<file path="config.mk">
export PLATFORM = sky130hd
export DESIGN_NAME = an_decode_arb_n13
export DESIGN_NICKNAME = d
export VERILOG_FILES = /design/src/rtl/an_decode_arb_n13.sv
export SDC_FILE = /design/constraint.sdc
export NUM_CORES = 1
export LEC_CHECK = 0
export ABC_AREA = 1
export CORE_AREA = 4 4 70 72
export CTS_CLUSTER_DIAMETER = 40
export DETAILED_ROUTE_END_ITERATION = 12
export DIE_AREA = 0 0 74 76
export GPL_TIMING_DRIVEN = 0
export PLACE_DENSITY = 0.89
export SYNTH_ARGS = -nofsm -noshare
export SYNTH_HDL_FRONTEND = slang
export SYNTH_SLANG_ARGS = --single-unit
</file>
<file path="constraint.sdc">
create_clock -name clk -period 5.3 [get_ports clk]
set_clock_uncertainty 0.2 [all_clocks]
set_input_delay 1.06 -clock clk [delete_from_list [all_inputs] [get_ports clk]]
set_output_delay 1.06 -clock clk [all_outputs]
set_load 0.03 [all_outputs]
</file>
<file path="src/rtl/an_decode_arb_n13.sv">
// ---------------------------------------------------------------------------
// an_decode_arb_n13
// Two-requester round-robin front end feeding one shared AN (A=13) decoder.
// A granted 6-bit codeword is captured, decoded via Barrett reduction in the
// next cycle, then held on the out_* port until the consumer accepts it.
// Delivered results with a nonzero residue are counted in a saturating
// error counter.
//
// Ports
//   clk, rst_n             clock, async active-low reset
//   req0_valid/cw/ready    requester 0 codeword handshake
//   req1_valid/cw/ready    requester 1 codeword handshake
//   out_valid/out_ready    result handshake
//   out_id                 requester that owns the result
//   out_q, out_r           Barrett quotient / residue
//   out_err, out_msg       corruption flag / decoded message
//   cnt_clr                synchronous clear of err_cnt
//   err_cnt                saturating count of delivered errored results
// ---------------------------------------------------------------------------

// Barrett reduction of a 6-bit value by 13: q_est = (cw*19)>>8 can fall one
// short of the true quotient for cw < 64, so a single correction step fixes it.
module barrett_n13 (
    input  logic [5:0] cw,
    output logic [2:0] q,
    output logic [3:0] r
);
    logic [10:0] prod;
    logic [2:0]  q_est;
    logic [6:0]  r_est;

    always_comb begin
        prod  = 11'(cw) * 11'd19;
        q_est = prod[10:8];
        r_est = 7'(cw) - 7'(q_est) * 7'd13;
        if (r_est >= 7'd13) begin
            q = q_est + 3'd1;
            r = 4'(r_est - 7'd13);
        end else begin
            q = q_est;
            r = r_est[3:0];
        end
    end
endmodule

// AN decode: a valid codeword is a multiple of 13, the quotient is the message.
module an_decoder_n13 (
    input  logic [2:0] q,
    input  logic [3:0] r,
    output logic       err,
    output logic [2:0] msg
);
    assign err = (r != 4'd0);
    assign msg = q;
endmodule

module an_decode_arb_n13 #(
    parameter int CNT_W = 8
) (
    input  logic             clk,
    input  logic             rst_n,
    input  logic             req0_valid,
    input  logic [5:0]       req0_cw,
    output logic             req0_ready,
    input  logic             req1_valid,
    input  logic [5:0]       req1_cw,
    output logic             req1_ready,
    output logic             out_valid,
    input  logic             out_ready,
    output logic             out_id,
    output logic [2:0]       out_q,
    output logic [3:0]       out_r,
    output logic             out_err,
    output logic [2:0]       out_msg,
    input  logic             cnt_clr,
    output logic [CNT_W-1:0] err_cnt
);
    typedef enum logic [1:0] {IDLE, DECODE, HOLD} state_t;

    localparam logic [CNT_W-1:0] CNT_MAX = '1;

    state_t           state_q, state_d;
    logic             last_q, last_d;
    logic [5:0]       cw_q, cw_d;
    logic             id_q, id_d;
    logic             out_id_q, out_id_d;
    logic [2:0]       out_q_q, out_q_d;
    logic [3:0]       out_r_q, out_r_d;
    logic             out_err_q, out_err_d;
    logic [2:0]       out_msg_q, out_msg_d;
    logic [CNT_W-1:0] err_cnt_q, err_cnt_d;

    logic             gnt;
    logic [2:0]       dec_q;
    logic [3:0]       dec_r;
    logic             dec_err;
    logic [2:0]       dec_msg;

    barrett_n13 u_barrett (
        .cw (cw_q),
        .q  (dec_q),
        .r  (dec_r)
    );

    an_decoder_n13 u_dec (
        .q   (dec_q),
        .r   (dec_r),
        .err (dec_err),
        .msg (dec_msg)
    );

    // Under contention the requester not granted last wins; a lone valid wins.
    assign gnt = (req0_valid && req1_valid) ? ~last_q : req1_valid;

    // rst_n gates the readies so nothing looks accepted while reset is held.
    assign req0_ready = rst_n && (state_q == IDLE) && req0_valid && !gnt;
    assign req1_ready = rst_n && (state_q == IDLE) && req1_valid && gnt;

    assign out_valid = (state_q == HOLD);
    assign out_id    = out_id_q;
    assign out_q     = out_q_q;
    assign out_r     = out_r_q;
    assign out_err   = out_err_q;
    assign out_msg   = out_msg_q;
    assign err_cnt   = err_cnt_q;

    always_comb begin
        state_d   = state_q;
        last_d    = last_q;
        cw_d      = cw_q;
        id_d      = id_q;
        out_id_d  = out_id_q;
        out_q_d   = out_q_q;
        out_r_d   = out_r_q;
        out_err_d = out_err_q;
        out_msg_d = out_msg_q;
        err_cnt_d = err_cnt_q;

        case (state_q)
            IDLE: begin
                if (req0_ready || req1_ready) begin
                    cw_d    = gnt ? req1_cw : req0_cw;
                    id_d    = gnt;
                    last_d  = gnt;
                    state_d = DECODE;
                end
            end
            DECODE: begin
                out_id_d  = id_q;
                out_q_d   = dec_q;
                out_r_d   = dec_r;
                out_err_d = dec_err;
                out_msg_d = dec_msg;
                state_d   = HOLD;
            end
            HOLD: begin
                if (out_ready) begin
                    state_d = IDLE;
                    if (out_err_q && (err_cnt_q != CNT_MAX))
                        err_cnt_d = err_cnt_q + 1'b1;
                end
            end
            default: state_d = IDLE;
        endcase

        if (cnt_clr)
            err_cnt_d = '0;
    end

    always_ff @(posedge clk or negedge rst_n) begin
        if (!rst_n) begin
            state_q   <= IDLE;
            last_q    <= 1'b1;
            cw_q      <= '0;
            id_q      <= 1'b0;
            out_id_q  <= 1'b0;
            out_q_q   <= '0;
            out_r_q   <= '0;
            out_err_q <= 1'b0;
            out_msg_q <= '0;
            err_cnt_q <= '0;
        end else begin
            state_q   <= state_d;
            last_q    <= last_d;
            cw_q      <= cw_d;
            id_q      <= id_d;
            out_id_q  <= out_id_d;
            out_q_q   <= out_q_d;
            out_r_q   <= out_r_d;
            out_err_q <= out_err_d;
            out_msg_q <= out_msg_d;
            err_cnt_q <= err_cnt_d;
        end
    end
endmodule

</file>
==> flow_metrics.env <==
export IMPL_hold_path_class="reg2reg"
export IMPL_ys_seq_area_frac=0.307
export IMPL_synth_seq_cells=27
export IMPL_design_area_sq_um=2770
export IMPL_place_area_sq_um=2670
export IMPL_maxSlewViolCount=0
export IMPL_fp_coreArea_sq_um=4290
export IMPL_die_w_um=74
export IMPL_dr_pass1_iters=4
export IMPL_cts_sinks=27
export IMPL_gp_congestion=0.852
export IMPL_worstPathRequired_ps=5260
export IMPL_drcViolationCount=0
export IMPL_start_kind="register"
export IMPL_crit_fanout=7
export IMPL_final_cell_mix="67 x nand2_1, 49 x inv_1, 39 x clkdlybuf4s50_1"
export IMPL_worst_pin_slew_ps=654
export IMPL_grt_pass1_wl_mm=8.52
export IMPL_synth_nets=345
export IMPL_wl_per_cell_um=12.1
export IMPL_final_layout_size_suffix_gt1_frac=0.117
export IMPL_grt_max_degree=30
export IMPL_endpoint_kind="register"
export IMPL_status="complete, no violations"
export IMPL_h_tree_depth=1
export IMPL_cts_tree="built"
export IMPL_fp_dieH_um=76
export IMPL_hpwl_mm=3.83
export IMPL_area_growth_pct=25.7
export IMPL_min_period_over_period=0.936
export IMPL_arrival_ps=4920
export IMPL_slew_headroom=0.564
export IMPL_path_class="reg2reg"
export IMPL_rows=24
export IMPL_final_common_cell="nand2_1"
export IMPL_max_freq_mhz=202
export IMPL_fp_dieArea_sq_um=5620
export IMPL_fillCellCount=351
export IMPL_synth_cells=296
export IMPL_grt_pass1_vias=1998
export IMPL_period_needed_ps=4960
export IMPL_vias=2027
export IMPL_io_pins=41
export IMPL_max_cap_violations=0
export IMPL_nets=393
export IMPL_syn_area_per_cell_sq_um=7.45
export IMPL_final_antenna_net_count=0
export IMPL_overflow=0
export IMPL_antenna_found_initial=0
export IMPL_ys_types=29
export IMPL_setup_viol=0
export IMPL_avgViaCountPerCell=5.13
export IMPL_syn_cell_area_sq_um=2200
export IMPL_yosys_warnings=0
export IMPL_drt_initial_drc_count=70
export IMPL_cts_buffer_depth=2
export IMPL_hold_viol=0
export IMPL_ctsRootBufferMaster="clkbuf_8"
export IMPL_port_buffers=40
export IMPL_gr_usage_all_layers=0.183
export IMPL_cts_buffers=3
export IMPL_clk_pin_slew_ps=100
export IMPL_clock_latency_ps=270
export IMPL_n_antenna_cell=0
export IMPL_routed_wl_mm=4.76
export IMPL_initial_core_util=0.513
==> synthesized netlist by cell type <==
master,instances,share of area
xor2_1,4,0.016
ha_1,27,0.15
o21a_1,1,0.0034
fa_1,4,0.036
a221oi_1,1,0.0040
a21oi_2,1,0.0040
nand2_2,12,0.034
nand2_1,67,0.11
nand3_2,1,0.0045
nand2_4,1,0.0051
a31oi_1,8,0.023
o21ai_1,5,0.011
nor2_1,29,0.049
a21oi_1,13,0.030
o21ai_2,2,0.0079
nor2_2,1,0.0028
buf_1,1,0.0017
nand4_1,1,0.0028
o21ai_0,13,0.030
nand3_4,1,0.0079
buf_4,3,0.010
dfstp_2,1,0.012
xnor2_1,1,0.0040
clkbuf_1,1,0.0017
a22oi_1,1,0.0034
inv_1,50,0.085
dfrtp_1,26,0.30
nor2_4,1,0.0051
nand3_1,19,0.043
==> kinds of logic (layout without fill, tap and decap cells) <==
group / Yosys count / in the layout / share of synthesized area
xor+xnor: 5 / 5 / 0.0199
compound gates: 45 / 45 / 0.116
buf+inv: 55 / 102 / 0.0987
fa+ha+maj: 31 / 31 / 0.190
flops: 27 / 27 / 0.307
simple gates: 133 / 133 / 0.269
==> metal layers <==
layer | GRT usage | wire (um)
met1 | 0.248 | 2220
met3 | 0.0158 | 135
met2 | 0.317 | 2370
met5 | 0 | 0
met4 | 0.0326 | 36
==> through the flow <==
stage / TNS (ps) / utilization / setup slack (ps) / std cells / hold slack, ps
floorplan: 0 / - / 514 / 296 / 256
global placement: 0 / 0.622 / 97.7 / 388 / 268
detailed placement: -11.8 / 0.622 / -11.8 / 388 / 269
CTS: 0 / 0.634 / 71.0 / 392 / 285
global route: -47.3 / 0.645 / -26.9 / 395 / 297
finish: 0 / 0.645 / 339 / 395 / 284
==> critical path, stage by stage, from the launching register on <==
cell and delay [ps]:
dfrtp_2 450, ha_1 300, fa_1 400, ha_1 330
a21oi_2 150, o21a_1 130, nand2_2 60, nand2_2 110
inv_2 90, nor2_4 140, inv_1 80, ha_1 280
inv_1 50, fa_1 490, inv_1 40, ha_1 340
nand2_1 90, nand2_1 60, a21oi_2 150, inv_1 50
nand2_1 50, nand2_1 60, nor2_2 100, inv_1 70
nor2_4 160, nand2_4 100, o21ai_0 230, nand2_1 80
==> registers in the layout (all words and copies together), names as in the netlist <==
name,flops
out_msg,3
out_err,1
cw_q,6
state_q,2
out_r,4
id_q,1
out_id,1
err_cnt,8
last_q,1
==> layout make-up <==
type / instances / area [sq um] / area share
Buffer: 5 / 30.0 / 0.0108
Clock buffer: 3 / 41.3 / 0.0149
Clock inverter: 1 / 7.51 / 0.00271
Inverter: 50 / 188 / 0.0678
Multi-Input combinational cell: 214 / 1340 / 0.484
Sequential cell: 27 / 679 / 0.245
Tap cell: 52 / 65.1 / 0.0235
Timing Repair Buffer: 43 / 418 / 0.151
==> repair_timing <==
action,in CTS,in global routing
resized for setup,1,8
buffers inserted,0,3
hold buffers,0,0
pin swaps,0,5
endpoints found under the setup margin,2,8
cloned,0,0
==> worst paths after layout <==
kind,endpoint,cells past startpoint,from,slack [ps]
max in group asynchronous,cw_q[4],1,rst_n,3830
min,last_q,2,last_q,280
min reg2reg,last_q,2,last_q,280
max,out_msg[1],27,cw_q[4],340
min in group asynchronous,out_msg[1],1,rst_n,600
max reg2reg,out_msg[1],27,cw_q[4],340
Power is not shown: default switching activity piles up to over one toggle a cycle in this logic, so the estimate is an artifact.
